## config.mk

```make
export PLATFORM = sky130hd
export DESIGN_NAME = axi_lite_arbiter
export DESIGN_NICKNAME = d
export VERILOG_FILES = /design/src/rtl/axi_lite_arbiter.sv
export SDC_FILE = /design/constraint.sdc
export NUM_CORES = 1
export LEC_CHECK = 0
export BUFFER_PORTS_ARGS = -buffer_cell sky130_fd_sc_hd__buf_2
export CORE_AREA = 2 2 174 176
export DETAILED_ROUTE_END_ITERATION = 7
export DIE_AREA = 0 0 176 178
export PLACE_DENSITY_LB_ADDON = 0.1
export SYNTH_ARGS = -nofsm -noshare
export SYNTH_HDL_FRONTEND = slang
export SYNTH_SLANG_ARGS = --single-unit
```

## constraint.sdc

```tcl
create_clock -name clock -period 2.4 [get_ports clock]
set_input_delay 0.72 -clock clock [delete_from_list [all_inputs] [get_ports clock]]
set_output_delay 0.72 -clock clock [all_outputs]
set_load 0.005 [all_outputs]
```

## src/rtl/axi_lite_arbiter.sv

```systemverilog
// Two-master, one-slave AXI4-Lite arbiter: one transaction in flight, round-robin grant
// held from address phase through response handshake.
module axi_lite_arbiter (
    input  logic        clock,
    input  logic        reset,

    input  logic        m0_ARvalid,
    input  logic [31:0] m0_ARdata,
    input  logic [2:0]  m0_ARprot,
    input  logic        m0_RReady,
    output logic        m0_ARready,
    output logic        m0_Rvalid,
    output logic [31:0] m0_Rdata,
    input  logic        m0_AWvalid,
    input  logic [31:0] m0_AWdata,
    input  logic [2:0]  m0_AWprot,
    input  logic        m0_Wvalid,
    input  logic [31:0] m0_Wdata,
    input  logic [3:0]  m0_Wstrb,
    input  logic        m0_Bready,
    output logic        m0_AWready,
    output logic        m0_Wready,
    output logic        m0_Bvalid,

    input  logic        m1_ARvalid,
    input  logic [31:0] m1_ARdata,
    input  logic [2:0]  m1_ARprot,
    input  logic        m1_RReady,
    output logic        m1_ARready,
    output logic        m1_Rvalid,
    output logic [31:0] m1_Rdata,
    input  logic        m1_AWvalid,
    input  logic [31:0] m1_AWdata,
    input  logic [2:0]  m1_AWprot,
    input  logic        m1_Wvalid,
    input  logic [31:0] m1_Wdata,
    input  logic [3:0]  m1_Wstrb,
    input  logic        m1_Bready,
    output logic        m1_AWready,
    output logic        m1_Wready,
    output logic        m1_Bvalid,

    output logic        s_ARvalid,
    output logic [31:0] s_ARdata,
    output logic [2:0]  s_ARprot,
    output logic        s_RReady,
    output logic        s_AWvalid,
    output logic [31:0] s_AWdata,
    output logic [2:0]  s_AWprot,
    output logic        s_Wvalid,
    output logic [31:0] s_Wdata,
    output logic [3:0]  s_Wstrb,
    output logic        s_Bready,
    input  logic        s_ARready,
    input  logic        s_Rvalid,
    input  logic [31:0] s_Rdata,
    input  logic        s_AWready,
    input  logic        s_Wready,
    input  logic        s_Bvalid,

    output logic [1:0]  grant,
    output logic        busy
);

    typedef enum logic [2:0] {IDLE, RD_ADDR, RD_RESP, WR_REQ, WR_RESP} state_t;

    state_t state, state_nx;
    logic   owner, owner_nx;
    logic   last, last_nx;
    logic   aw_done, aw_done_nx;
    logic   w_done, w_done_nx;
    logic   req0, req1, sel;
    logic   aw_hs, w_hs;

    // Owner-side view of the master inputs
    logic        o_ARvalid, o_RReady, o_AWvalid, o_Wvalid, o_Bready;
    logic [31:0] o_ARdata, o_AWdata, o_Wdata;
    logic [2:0]  o_ARprot, o_AWprot;
    logic [3:0]  o_Wstrb;

    // Owner-side outputs before demultiplexing to the masters
    logic        o_ARready, o_Rvalid, o_AWready, o_Wready, o_Bvalid;
    logic [31:0] o_Rdata;

    assign req0 = m0_ARvalid | m0_AWvalid;
    assign req1 = m1_ARvalid | m1_AWvalid;
    assign sel  = (req0 & req1) ? ~last : req1;

    always_comb begin
        o_ARvalid = owner ? m1_ARvalid : m0_ARvalid;
        o_ARdata  = owner ? m1_ARdata  : m0_ARdata;
        o_ARprot  = owner ? m1_ARprot  : m0_ARprot;
        o_RReady  = owner ? m1_RReady  : m0_RReady;
        o_AWvalid = owner ? m1_AWvalid : m0_AWvalid;
        o_AWdata  = owner ? m1_AWdata  : m0_AWdata;
        o_AWprot  = owner ? m1_AWprot  : m0_AWprot;
        o_Wvalid  = owner ? m1_Wvalid  : m0_Wvalid;
        o_Wdata   = owner ? m1_Wdata   : m0_Wdata;
        o_Wstrb   = owner ? m1_Wstrb   : m0_Wstrb;
        o_Bready  = owner ? m1_Bready  : m0_Bready;
    end

    assign aw_hs = o_AWvalid & ~aw_done & s_AWready;
    assign w_hs  = o_Wvalid  & ~w_done  & s_Wready;

    always_ff @(posedge clock) begin
        if (reset) begin
            state   <= IDLE;
            owner   <= 1'b0;
            last    <= 1'b1;
            aw_done <= 1'b0;
            w_done  <= 1'b0;
        end else begin
            state   <= state_nx;
            owner   <= owner_nx;
            last    <= last_nx;
            aw_done <= aw_done_nx;
            w_done  <= w_done_nx;
        end
    end

    always_comb begin
        state_nx   = state;
        owner_nx   = owner;
        last_nx    = last;
        aw_done_nx = aw_done;
        w_done_nx  = w_done;
        unique case (state)
            IDLE: begin
                aw_done_nx = 1'b0;
                w_done_nx  = 1'b0;
                if (req0 | req1) begin
                    owner_nx = sel;
                    last_nx  = sel;
                    state_nx = (sel ? m1_ARvalid : m0_ARvalid) ? RD_ADDR : WR_REQ;
                end
            end
            RD_ADDR: if (o_ARvalid & s_ARready) state_nx = RD_RESP;
            RD_RESP: if (s_Rvalid & o_RReady)   state_nx = IDLE;
            WR_REQ: begin
                aw_done_nx = aw_done | aw_hs;
                w_done_nx  = w_done | w_hs;
                if (aw_done_nx & w_done_nx) state_nx = WR_RESP;
            end
            WR_RESP: if (s_Bvalid & o_Bready)   state_nx = IDLE;
            default: state_nx = IDLE;
        endcase
    end

    always_comb begin
        s_ARvalid = 1'b0;
        s_ARdata  = '0;
        s_ARprot  = '0;
        s_RReady  = 1'b0;
        s_AWvalid = 1'b0;
        s_AWdata  = '0;
        s_AWprot  = '0;
        s_Wvalid  = 1'b0;
        s_Wdata   = '0;
        s_Wstrb   = '0;
        s_Bready  = 1'b0;
        o_ARready = 1'b0;
        o_Rvalid  = 1'b0;
        o_Rdata   = '0;
        o_AWready = 1'b0;
        o_Wready  = 1'b0;
        o_Bvalid  = 1'b0;
        unique case (state)
            RD_ADDR: begin
                s_ARvalid = o_ARvalid;
                s_ARdata  = o_ARdata;
                s_ARprot  = o_ARprot;
                o_ARready = s_ARready;
            end
            RD_RESP: begin
                s_RReady = o_RReady;
                o_Rvalid = s_Rvalid;
                o_Rdata  = s_Rdata;
            end
            WR_REQ: begin
                // Each channel is masked once its handshake has happened
                s_AWvalid = o_AWvalid & ~aw_done;
                s_AWdata  = o_AWdata;
                s_AWprot  = o_AWprot;
                o_AWready = s_AWready & ~aw_done;
                s_Wvalid  = o_Wvalid & ~w_done;
                s_Wdata   = o_Wdata;
                s_Wstrb   = o_Wstrb;
                o_Wready  = s_Wready & ~w_done;
            end
            WR_RESP: begin
                s_Bready = o_Bready;
                o_Bvalid = s_Bvalid;
            end
            default: ;
        endcase
    end

    assign m0_ARready = o_ARready & ~owner;
    assign m0_Rvalid  = o_Rvalid  & ~owner;
    assign m0_Rdata   = owner ? '0 : o_Rdata;
    assign m0_AWready = o_AWready & ~owner;
    assign m0_Wready  = o_Wready  & ~owner;
    assign m0_Bvalid  = o_Bvalid  & ~owner;

    assign m1_ARready = o_ARready & owner;
    assign m1_Rvalid  = o_Rvalid  & owner;
    assign m1_Rdata   = owner ? o_Rdata : '0;
    assign m1_AWready = o_AWready & owner;
    assign m1_Wready  = o_Wready  & owner;
    assign m1_Bvalid  = o_Bvalid  & owner;

    assign busy  = (state != IDLE);
    assign grant = busy ? (owner ? 2'b10 : 2'b01) : 2'b00;

endmodule

```

== Yosys cells after proc, flatten, opt, wreduce, memory -nomap -nowiden ==
Index checks and enable logic that the tools add are counted.
Widths: inputs -> output; s select.

* RAM bits: 0
* Latch bits: 0
* ROM bits: 0
* Logic and storage cells: 92
* Memories kept: 0
* Register bits after elaboration: 7

* Multipliers: 0
* Shift-type cells: 0
* Bitwise operators: 30
* Equality and inequality tests: 9
* Add/subtract/negate cells: 0
* Multiplexer cells: 43
* Magnitude comparators: 0
* Divide/modulo/power cells: 0
* Reduce and logical (&&, ||, !) cells: 5

{| class="wikitable"
|+ Operators by type and width
! kind !! count
|-
| $mux 32 || 9
|-
| $mux 3 || 9
|-
| $and 1x1->1 || 21
|-
| $mux 1 || 17
|-
| $pmux 3 s5 || 1
|-
| $ne 2x2->1 const B || 5
|-
| $mux 4 || 2
|-
| $eq 3x2->1 const B || 2
|-
| $mux 2 || 3
|-
| $or 1x1->1 || 5
|-
| $reduce_and 5->1 || 1
|-
| $not 1->1 || 4
|-
| $pmux 1 s2 || 2
|-
| $eq 3x1->1 const B || 1
|-
| $eq 3x3->1 const B || 1
|-
| $logic_not 3->1 || 1
|-
| $reduce_bool 3->1 || 1
|-
| $reduce_and 2->1 || 1
|-
| $reduce_bool 2->1 || 1
|}

== Longest topological paths before layout ==
* Depth in word-level cells: 7
* Depth in mapped cells: 7

== Worst setup path after synthesis ==
OpenSTA, ideal clock, no wires.

* Path type: register to output
* From: register state[1]
* To: output port m0_Rdata[17]
* Data required time: 1,680 ps
* Path buffers: 2
* Arrival: 1,370 ps
* Cell stages (with the launch flop): 6
* Path slack: 310 ps
* Path through: dfxtp_1 -> buf_6 -> or3b_4 -> nor2_1 -> clkbuf_2 -> and2_2

* Longest elaborated chain between the ends: 3

{| class="wikitable"
|+ Ends and longest elaborated chain
! element !! line !! source
|-
| from (decl) || 67 || <nowiki>state_t state, state_nx;</nowiki>
|-
| from (signal assigned) || 114 || <nowiki>state <= state_nx;</nowiki>
|-
| $eq 3x2->1 || 168 || <nowiki>unique case (state)</nowiki>
|-
| $mux 32 || 168 ||
|-
| $mux 32 || 201 || <nowiki>assign m0_Rdata = owner ? '0 : o_Rdata;</nowiki>
|-
| to (decl) || 13 || <nowiki>output logic [31:0] m0_Rdata,</nowiki>
|}

No other way between the ends.

== Worst setup path after layout ==
* From: register state[2]
* To: output port m0_Rdata[19]

The elaborated chain is that of the path after synthesis.

==> impl_metrics.json <==
{
  "status": "complete, no violations",
  "post-dp-hpwl_um": 15120,
  "fin_cells": 1228,
  "critPathMaxStageDelay_ns": 0.45,
  "cts_buffer_depth": 2,
  "yosys_warnings": 0,
  "worst-setup-path-type": "reg2out",
  "clock-sinks": 7,
  "min_period_ns": 2.326,
  "worstHoldStart": "last",
  "timing.rr.end": "state[2]",
  "slowest_stage": "or3b_4",
  "max_freq_mhz": 429.9,
  "hold_path_class": "reg2reg",
  "peakVddDrop_mv": 0.2480,
  "finalNetCount": 1100,
  "synth_cell_types": 38,
  "ios": 449,
  "multiInputGateArea_um2": 2322,
  "setup_viol": 0,
  "drive_above_1_share_pct": 59.19,
  "min_to": "last",
  "yosysSeqAreaShare_pct": 5.313,
  "dr.pass1.iters": 4,
  "cts-root-buf": "clkbuf_16",
  "slew_headroom_pct": 71.30,
  "drcViolationCount": 0,
  "seqCellArea_um2": 145.1,
  "synthFlopType": "dfxtp_1",
  "ant_nets": 0,
  "globalRouteOverflowTotal": 0,
  "place_inst": 1218,
  "grt_usage_pct": 9.908,
  "die_y_um": 178,
  "whs_path_depth": 1,
  "p_leak_nw": 3.156,
  "clkTransAtPathRegs_ns": 0.04,
  "cp_max_fo": 33,
  "min_period_over_period_pct": 96.92,
  "drt_wl_total_um": 17260,
  "cp.required_ns": 1.68,
  "cts_tree": "yes",
  "tightest_slew_ns": 0.4292,
  "wire_per_inst_um": 14.05,
  "io_buffer_count": 448,
  "clock_skew_ns": 0.004221,
  "ys_async_sr_fraction_pct": 0,
  "core_area_um2": 29400,
  "vias_per_cell": 3.529,
  "initialDrtViolationCount": 59,
  "grt_max_degree": 72,
  "rr_worst_depth": 6,
  "drv_slew": 0,
  "synth-edff-count": 0,
  "finalPower_mw": 3.044,
  "fp.dieArea_um2": 31330,
  "synthesis.area_um2": 2638,
  "endpoint_kind": "output port",
  "die_width_um": 176,
  "num_vias": 4334,
  "whs_ns": 0.5418,
  "finalHoldViolations": 0,
  "cts.htree.levels": 1,
  "synth_fp_nets": 652,
  "path_cells": "or3b_4 > nor2_2 > buf_12 > and2_1 > buf_2",
  "cp-start-kind": "flip-flop",
  "power_density_nw_per_um2": 543.5,
  "rsz0062_at_grt": "true",
  "start_util_pct": 8.971,
  "routabilityCongestion": 0.7474,
  "syn_avg_cell_area_um2": 6.746,
  "clk_latency_ns": 0.23,
  "area_delta_synth_final_pct": 112.3,
  "insertedDiodeCount": 0,
  "max_cap_violations": 0,
  "rows": 63,
  "critical_path_arrival_ns": 1.61,
  "fillers": 3433,
  "cts_buffers": 3,
  "synth-seq-cells": 7,
  "r2r_start": "owner",
  "antenna_found_initial": 0,
  "synth_cells": 391,
  "reg2reg_slack_ns": 0.59,
  "grt_pass1_wl_um": 24140,
  "grt_pass1_vias": 4257
}
cells in the mapped netlist (all sizes together), types with 3 or more instances:
cell type | number | area, µm²
a21oi | 5 | 40.04
and2 | 67 | 422.9
buf | 22 | 120.1
clkbuf | 10 | 45.04
dfxtp | 7 | 140.1
inv | 8 | 30.03
mux2i | 109 | 1091
nand2 | 5 | 18.77
nor2 | 120 | 450.4
nor2b | 3 | 18.77
nor3 | 6 | 41.29
nor4 | 3 | 18.77
o21ai | 6 | 30.03
per-layer routing:
metal	global-route usage (%)	vias to the layer above	share of wire (%)
met5	0	-	0
met2	21.37	232	57
li1	-	2203	-
met1	9.784	1885	34
met3	1.748	14	7.1
met4	1.481	0	1.4
repair_timing:
| item | CTS | global route |
|---|---|---|
| pin swaps | 0 | 0 |
| gates resized for setup | 4 | 3 |
| setup buffers | 0 | 6 |
| setup endpoints to repair | 33 | 90 |
| hold buffers | 0 | 0 |
report_power, final:
group	leakage [nW]	internal [mW]	switching [mW]
Clock	0.0382	0.221	0.0639
Sequential	0.0586	0.149	0.0470
Combinational	3.06	1.27	1.29
Total	3.16	1.64	1.41
cell families (layout without fill, tap and decap cells):
group,count (synthesis),count (layout),share of synthesized area [%]
flops,7,7,5.313
simple gates,211,211,38.76
buf+inv,40,487,7.400
compound gates,22,22,6.168
mux,111,111,42.36
layout make-up:
| type | count | area share, % |
|---|---|---|
| clock buffers | 4 | 1.408 |
| inverters | 8 | 0.5362 |
| multi-input cells | 344 | 41.47 |
| flip-flops and latches | 7 | 2.592 |
| well taps | 390 | 8.713 |
| repair buffers | 475 | 45.29 |
worst max path at each step:
| stage | startpoint | slack, ns | cells past startpoint | to |
|---|---|---|---|---|
| floorplan | state[1] | 0.31 | 5 | m0_Rdata[17] |
| detailed placement | state[2] | 0.14 | 5 | s_Wdata[9] |
| global route | state[0] | -0.01 | 5 | s_Wdata[9] |
| global placement | state[0] | 0.07 | 5 | s_Wdata[5] |
| CTS | state[2] | 0.009 | 5 | s_Wdata[9] |
| finish | state[2] | 0.07 | 5 | m0_Rdata[19] |
cells in the final DEF (no fill, tap or decap), types with 2 or more instances in the layout:
| cell | synthesis | final |
|---|---|---|
| a21o_1 | 2 | 2 |
| a21oi_1 | 3 | 3 |
| and2_1 | 64 | 64 |
| and2_2 | 3 | 3 |
| and3_1 | 2 | 2 |
| buf_12 | 0 | 7 |
| buf_2 | 18 | 448 |
| buf_4 | 0 | 19 |
| clkbuf_16 | 0 | 3 |
| dfxtp_1 | 7 | 5 |
| inv_1 | 8 | 8 |
| mux2i_1 | 109 | 109 |
| nand2_1 | 5 | 4 |
| nor2_1 | 120 | 117 |
| nor2_2 | 0 | 3 |
| nor2b_1 | 3 | 2 |
| nor3_1 | 5 | 5 |
| nor4_1 | 3 | 3 |
| o21ai_0 | 6 | 6 |
sequential cells by signal (all words and copies together), names as in the netlist:
register and count:
aw_done 1, owner 1, w_done 1, state 3
last 1
per-stage QoR:
step / util (%) / TNS [ns] / worst slack [ns] / cell area [µm²]
finish: 19.05 / 0 / 0.07399 / 5600
global route: 19.05 / -0.01932 / -0.01323 / 5600
CTS: 18.86 / 0 / 0.009172 / 5547
detailed placement: 18.56 / 0 / 0.1448 / 5456
global placement: 18.56 / 0 / 0.06876 / 5456
floorplan: - / 0 / 0.3100 / 2638
worst max-delay path: cells and delay by family (launching register included):
| kind | cells | cell delay [ns] |
|---|---|---|
| buffers and inverters | 2 | 0.29 |
| DFF | 1 | 0.35 |
| and+or+nand+nor | 3 | 0.73 |
Note: power is estimated with default switching activity, not from simulation.
